`src/rtl/bitserial_subtractor.sv`:
```
// Bit-serial subtractor: D = (S - A) mod 2^WIDTH, computed LSB first with a
// single full-subtractor cell and a borrow flop. Start/busy/done handshake.
module bitserial_subtractor #(
  parameter int WIDTH = 8
) (
  input  logic             clk,
  input  logic             rst,
  input  logic             start,
  input  logic [WIDTH-1:0] sum_in,
  input  logic [WIDTH-1:0] addend_in,
  output logic             busy,
  output logic             done,
  output logic [WIDTH-1:0] diff_out,
  output logic             borrow_out,
  output logic             ser_bit,
  output logic             ser_valid
);

  localparam int CW = (WIDTH > 1) ? $clog2(WIDTH) : 1;

  typedef enum logic [1:0] {IDLE, SHIFT, DONE} state_t;

  state_t           r_state;
  logic [WIDTH-1:0] r_sreg;
  logic [WIDTH-1:0] r_areg;
  logic [WIDTH-1:0] r_dreg;
  logic             r_borrow;
  logic [CW-1:0]    r_cnt;
  logic             r_busy;
  logic             r_done;
  logic [WIDTH-1:0] r_diff;
  logic             r_bout;

  logic w_a, w_b, w_d, w_bnext, w_last, w_shift;

  // Full-subtractor cell on the current LSBs and the carried borrow.
  always_comb begin
    w_a     = r_sreg[0];
    w_b     = r_areg[0];
    w_d     = w_a ^ w_b ^ r_borrow;
    w_bnext = (~w_a & w_b) | (~(w_a ^ w_b) & r_borrow);
    w_shift = (r_state == SHIFT);
    w_last  = (r_cnt == CW'(WIDTH - 1));
  end

  // Control FSM and datapath; reset clears everything and wins over start.
  always_ff @(posedge clk) begin
    if (rst) begin
      r_state  <= IDLE;
      r_sreg   <= '0;
      r_areg   <= '0;
      r_dreg   <= '0;
      r_borrow <= 1'b0;
      r_cnt    <= '0;
      r_busy   <= 1'b0;
      r_done   <= 1'b0;
      r_diff   <= '0;
      r_bout   <= 1'b0;
    end else begin
      case (r_state)
        IDLE: begin
          r_done <= 1'b0;
          if (start) begin
            r_sreg   <= sum_in;
            r_areg   <= addend_in;
            r_borrow <= 1'b0;
            r_cnt    <= '0;
            r_busy   <= 1'b1;
            r_state  <= SHIFT;
          end
        end
        SHIFT: begin
          // Result fills from the MSB side so the first (LSB) bit ends at bit 0.
          r_dreg   <= {w_d, r_dreg[WIDTH-1:1]};
          r_sreg   <= r_sreg >> 1;
          r_areg   <= r_areg >> 1;
          r_borrow <= w_bnext;
          r_cnt    <= r_cnt + 1'b1;
          if (w_last) begin
            // Load the visible result on the same edge that raises done.
            r_diff  <= {w_d, r_dreg[WIDTH-1:1]};
            r_bout  <= w_bnext;
            r_done  <= 1'b1;
            r_state <= DONE;
          end
        end
        DONE: begin
          r_done  <= 1'b0;
          r_busy  <= 1'b0;
          r_state <= IDLE;
        end
        default: r_state <= IDLE;
      endcase
    end
  end

  // Serial tap is combinational while shifting; the rest is registered.
  always_comb begin
    ser_bit    = w_shift & w_d;
    ser_valid  = w_shift;
    busy       = r_busy;
    done       = r_done;
    diff_out   = r_diff;
    borrow_out = r_bout;
  end

endmodule

```
`config.mk`:
```
export PLATFORM = sky130hd
export DESIGN_NAME = bitserial_subtractor
export DESIGN_NICKNAME = d
export VERILOG_FILES = /design/src/rtl/bitserial_subtractor.sv
export SDC_FILE = /design/constraint.sdc
export NUM_CORES = 1
export LEC_CHECK = 0
export ABC_AREA = 1
export BUFFER_PORTS_ARGS = -buffer_cell sky130_fd_sc_hd__buf_2
export CAP_MARGIN = 20
export CORE_MARGIN = 1.5
export CORE_UTILIZATION = 49
export DETAILED_ROUTE_END_ITERATION = 12
export PLACE_DENSITY = 0.74
export REMOVE_ABC_BUFFERS = 1
export SYNTH_ARGS = -nofsm -noshare
export SYNTH_HDL_FRONTEND = slang
export SYNTH_SLANG_ARGS = --single-unit
```
`constraint.sdc`:
```
create_clock -name clk -period 1.2 [get_ports clk]
set_input_delay 0 -clock clk [delete_from_list [all_inputs] [get_ports clk]]
set_output_delay 0 -clock clk [all_outputs]
set_load 0.1 [all_outputs]
```
==> results of run 1 <==
==> cell type report <==
cell class / instances / area, sq um / share of cell area
clock buffer: 6 / 41.29 / 0.01616
clock inverter: 1 / 5.005 / 0.001959
inverter: 28 / 105.1 / 0.04114
multi-input combinational: 187 / 939.7 / 0.3678
sequential: 40 / 809.5 / 0.3168
tap: 46 / 57.56 / 0.02253
timing repair buffer: 68 / 596.8 / 0.2336
==> flip-flops by register name, indices dropped and copies added, names as in the netlist <==
name and count:
done 1, r_state 2, r_sreg 8, r_areg 8, borrow_out 1, r_borrow 1, diff_out 8, r_dreg 7
r_cnt 3, busy 1
==> timing repair <==
action	in CTS	in global routing
hold buffers	17	0
gates resized for setup	21	43
endpoints found under the hold margin	23	0
endpoints found under the setup margin	14	31
pin swaps	6	21
gates cloned	2	0
buffers inserted	1	8
==> critical path, delay by kind of cell, from the launching register on <==
family	cells	cell delay, ps
DFF	1	350
adders and majority gates	1	570
buffers and inverters	2	220
and+or+nand+nor	1	70
==> stage by stage <==
stage	TNS [ps]	instance area, sq um	setup WS, ps
final	-480.7	2555	-372.4
after global routing	-1873	2555	-447.6
after global placement	-6.084	2032	-6.084
after CTS	-469.7	2360	-396.7
after floorplan	-18070	1697	-639.8
after detailed placement	-57.45	2032	-24.58
==> cells by family (layout without fill, tap and decap cells) <==
family                     Yosys count  after routing
DFF                                 40             40
AOI/OAI and AO/OA                   18             18
adders and majority gates            3              3
buffers and inverters               40            103
and+or+nand+nor                    166            166
==> where the power goes <==
group | internal, W | switching, W
Combinational | 0.000286 | 0.000360
Sequential | 0.00141 | 0.0000409
Clock | 0.000216 | 0.000422
Total | 0.00191 | 0.000822
==> routing by layer <==
layer | routed length [um] | share of wire | global-route usage | vias up
met4 | 74 | 0.018 | 0.08333 | 0
met3 | 158 | 0.039 | 0.05357 | 8
met5 | 0 | 0 | 0 | -
met2 | 2114 | 0.52 | 0.4016 | 38
met1 | 1732 | 0.42 | 0.2438 | 769
li1 | - | - | - | 918
==> layout by cell type (no fill, tap or decap) <==
cell type | netlist | final
buf_6 | 2 | 7
nand2_4 | 0 | 2
buf_12 | 0 | 5
fa_1 | 1 | 1
o21ai_0 | 9 | 8
nand2_1 | 87 | 65
clkbuf_4 | 0 | 5
inv_2 | 1 | 5
clkinv_2 | 0 | 1
dfxtp_1 | 40 | 33
nand2_8 | 0 | 1
buf_2 | 4 | 29
dlygate4sd3_1 | 0 | 17
or2_2 | 1 | 1
nor2_1 | 67 | 65
clkbuf_1 | 4 | 1
nand2_2 | 3 | 22
nand3_1 | 6 | 6
a21oi_2 | 0 | 5
ha_4 | 0 | 2
a21oi_1 | 9 | 4
inv_1 | 27 | 23
o21ai_4 | 0 | 1
nor2_4 | 2 | 4
dfxtp_2 | 0 | 7
buf_16 | 0 | 1
buf_4 | 2 | 8
buf_8 | 0 | 1
==> path summary, 6_finish.rpt <==
| kind | start | end | cells after the start |
|---|---|---|---|
| hold / removal | sum_in[6] | r_sreg[6] | 5 |
| hold reg to reg | r_dreg[3] | diff_out[2] | 2 |
| setup reg to reg | r_state[0] | r_areg[1] | 7 |
| setup / recovery | r_sreg[0] | ser_bit | 4 |
==> run summary, run 1 <==
status = finished with violations
violated checks = negative setup slack
WP data arrival = 1570 ps
CP Class = reg -> out
Commonest cells post-synth = nand2_1, nor2_1, dfxtp_1
adder-cell share of the synthesized area = 0.02546
GPL Wtd Cong = 0.7330
worst hold margin = 21.37 ps
htree depth = 2
Tmin final = 1572 ps
Final Hold Viols = 0
Hold/Removal Path Class = in -> reg
fill count = 265
Final ANT Viol Nets = 0
Synth area leader = dfxtp_1
worst vdd ir = 0.8575 mV
Die Width = 63.09 um
CTS clock-pin slew for the worst setup and hold paths = 110 ps
DRC Markers = 0
Worst Path Max Fanout = 2
synthesized area per cell = 6.626 sq um
total wire length = 4080 um
Max Cap Viol = 0
number of CTS-inserted buffers = 5
diodes inserted = 0
largest family of logic cells by synthesized area = simple AND/OR/NAND/NOR gates
die height = 63.09 um
Post-synth ARST share = 0
initial antenna violation count = 0
Critical Path End Type = primary output
number of flops mapped to enable cells by yosys = 0
Synth top area share = 0.4526
starting density of the core = 0.5220
Crit-path slowest cell = fa_1
Initial DRC Count = 74
post-synthesis sequential area ratio = 0.4526
Compound-Gate Fraction of Synth Area = 0.05092
Least-Margin Pin Slew = 485.5 ps
largest cells by area after synthesis = dfxtp_1, nand2_1, nor2_1
Syn Std Cell Area = 1769 sq um
number of port buffers = 31
post-synthesis mux area share = 0
post-layout util = 0.7538
Startpoint Class = register
Yosys cell types = 17
RSZ-0062 raised after global routing = true
P&R area growth vs syn = 44.41%
Post-Synthesis Cells = 267
nets = 352
Power per Cell Area = 1070 nW/um^2
Ys Warns = 0
largest net degree at the start of global routing = 31
CTS tree = done
post-synthesis xor/xnor area fraction = 0
max-slew violations = 0
worst setup margin = -372.4 ps
fmax = 636.0 MHz
clk buf depth = 2
r2r setup slk = -10 ps
Avg Vias per Cell = 4.609
CP cell instances = fa_1, nand2_2, inv_2, buf_12
layout cells sized above 1 = 0.3242
# IOs = 32
Via Count = 1733
routed len/inst = 10.85 um
WP data required = 1200 ps
prevailing post-synth register cell = dfxtp_1
Core Region = 3390 sq um
vias in the first global route = 1658
crit share post-route = 1.310
worst relative slew slack = 0.6786
Leakage = 1.258 nW
Clk Tree Root Cell = clkbuf_4
die area = 3980 sq um
Synth Area in Simple Gates = 0.3706
total power = 0.002733 W
global route overflow = 0
most frequent cell after synthesis = nand2_1
Layout Cells excl Fill = 376
DP Cell Count = 341
Layout Skew = 5.278 ps
Row Count = 21
clk_lat worst skew = 350 ps
HPWL Detailed = 2232 um
Slowest Stage Delay on Critical Path = 570 ps
TritonRoute pass-1 iters = 4
global-route wire length before repair = 6913 um
final setup vio count = 6
Seq cells post-synth = 40
Total GRT Usage = 0.2198
CTS sink cnt = 40
Note: power is estimated with default switching activity, not from simulation.
==> run 2: changes to the inputs <==
--- a/config.mk
+++ b/config.mk
@@ -12,6 +12,7 @@
 export CORE_UTILIZATION = 49
 export DETAILED_ROUTE_END_ITERATION = 12
 export PLACE_DENSITY = 0.74
+export RECOVER_POWER = 50
 export REMOVE_ABC_BUFFERS = 1
 export SYNTH_ARGS = -nofsm -noshare
 export SYNTH_HDL_FRONTEND = slang
==> run 2 against run 1 <==
Against the previous run:
- the run still ends with negative setup slack left
- non-clock buffer count unchanged
- final area down 0.59%
- utilization down 0.44 points
- maximum frequency about the same
- die area unchanged
- register-to-register slack worse by 30 ps
- critical path depth unchanged
- combinational power about the same
- sequential power about the same
- worst setup slack about the same
- via count unchanged
- critical path type unchanged
- critical endpoint unchanged
- largest cell class unchanged
- largest power group unchanged
==> run summary, run 2 (same netlist as run 1, synthesis figures left out) <==
number of CTS-inserted buffers = 5
layout cells sized above 1 = 0.3121
max-slew violations = 0
Slowest Stage Delay on Critical Path = 570 ps
worst hold margin = 20.67 ps
Final ANT Viol Nets = 0
Core Region = 3390 sq um
clk_lat worst skew = 350 ps
FF-to-FF End = borrow_out
routed len/inst = 10.88 um
fmax = 635.9 MHz
Startpoint Class = register
r2r setup slk = -40 ps
Tmin final = 1573 ps
total wire length = 4091 um
global route overflow = 0
dpl ws = -24.58 ps
Via Count = 1733
CTS sink cnt = 40
Row Count = 21
DRC Markers = 0
Critical Path End Type = primary output
die height = 63.09 um
Layout Cells excl Fill = 376
most frequent cells in the layout = nand2_1, nor2_1, dfxtp_1
Max Cap Viol = 0
Least-Margin Pin Slew = 485.5 ps
Final Hold Viols = 0
HPWL Detailed = 2232 um
met1 usage = 0.2438
die area = 3980 sq um
final setup vio count = 15
htree depth = 2
Hold/Removal Path Class = in -> reg
# IOs = 32
Die Width = 63.09 um
design area = 2540 sq um
CP cell instances = fa_1, nand2_2, inv_2, buf_12
worst relative slew slack = 0.6786
GPL Wtd Cong = 0.7330
Avg Vias per Cell = 4.609
Critical R2R Launch = r_cnt[0]
WP data arrival = 1570 ps
vias in the first global route = 1658
CTS tree = done
crit share post-route = 1.311
WP data required = 1200 ps
met3 GRT Util = 0.05357
worst vdd ir = 0.8599 mV
DP Cell Count = 341
met2 global-route usage = 0.4016
FF-to-FF path depth = 7
violated checks = negative setup slack
Crit-path slowest cell = fa_1
Power per Cell Area = 1075 nW/um^2
global-route wire length before repair = 6913 um
Layout Skew = 4.849 ps
Area after DPL = 2032 sq um
Clk Tree Root Cell = clkbuf_4
initial antenna violation count = 0
Total GRT Usage = 0.2198
diodes inserted = 0
RSZ-0062 raised after global routing = true
clk buf depth = 2
Hold Crit Depth = 5
Leakage = 1.260 nW
CP Class = reg -> out
Setup crit end = ser_bit
starting density of the core = 0.5220
status = finished with violations
critical path launch point = r_sreg[0]
P&R area growth vs syn = 43.56%
Worst Path Max Fanout = 2
nets = 352
number of port buffers = 31
largest net degree at the start of global routing = 31
CTS clock-pin slew for the worst setup and hold paths = 110 ps
Initial DRC Count = 99
gr busiest metal = met2
worst setup margin = -372.7 ps
TritonRoute pass-1 iters = 4
==> run 2: cell count changes in the layout (fill, tap and decap cells not counted) <==
cell,previous run,this run
inv_1,23,24
dfxtp_2,7,5
dfxtp_1,33,35
ha_4,2,1
ha_1,0,1
inv_2,5,4
==> run 2: critical path, delay by kind of cell (launching register included) <==
kind / cells / cell delay (ps)
and+or+nand+nor: 1 / 70
buffers and inverters: 2 / 220
adders and majority gates: 1 / 570
DFF: 1 / 350
==> run 2: power breakdown <==
part	switching, W	internal [W]	leakage, nW	total (W)
Combinational	0.000360	0.000284	0.902	0.000644
Clock	0.000423	0.000216	0.0281	0.000639
Sequential	0.0000390	0.00141	0.330	0.00145
==> run 2: what timing repair did <==
action                                  CTS  global route
endpoints found under the setup margin   14            31
gates cloned                              2             0
resized for setup                        21            43
buffers inserted                          1             8
pin swaps                                 6            21
endpoints found under the hold margin    23             0
hold buffers                             17             0
==> run 2: how the worst min path moves through the flow <==
stage	end	start	slack (ps)
floorplan	busy	rst	70
global placement	r_sreg[7]	sum_in[7]	270
detailed placement	r_sreg[7]	sum_in[7]	280
CTS	r_sreg[6]	sum_in[6]	1
global route	r_sreg[6]	sum_in[6]	30
finish	r_sreg[6]	sum_in[6]	20
==> run 2: layout make-up <==
class                           count  area [sq um]
Fill cell                         265         849.6
Clock buffer                        6         41.29
Inverter                           28         105.1
Tap cell                           46         57.56
Multi-Input combinational cell    187         927.1
Clock inverter                      1         5.005
Timing Repair Buffer               68         596.8
Sequential cell                    40         807.0
==> run 2: per-layer routing <==
metal	wire length (um)	up-vias	share of wire
met4	74	0	0.018
met5	0	-	0
li1	-	918	-
met3	154	8	0.038
met1	1744	770	0.43
met2	2118	37	0.52
==> run 2: metrics by stage <==
step           utilization  total power [W]  TNS, ps
3_5_place_dp        0.5995         0.001947   -57.45
4_1_cts             0.6962         0.002653   -469.7
2_1_floorplan            -         0.001780   -18070
3_3_place_gp        0.5995         0.001936   -6.084
5_1_grt             0.7494         0.002898    -3238
6_report            0.7494         0.002730   -706.8
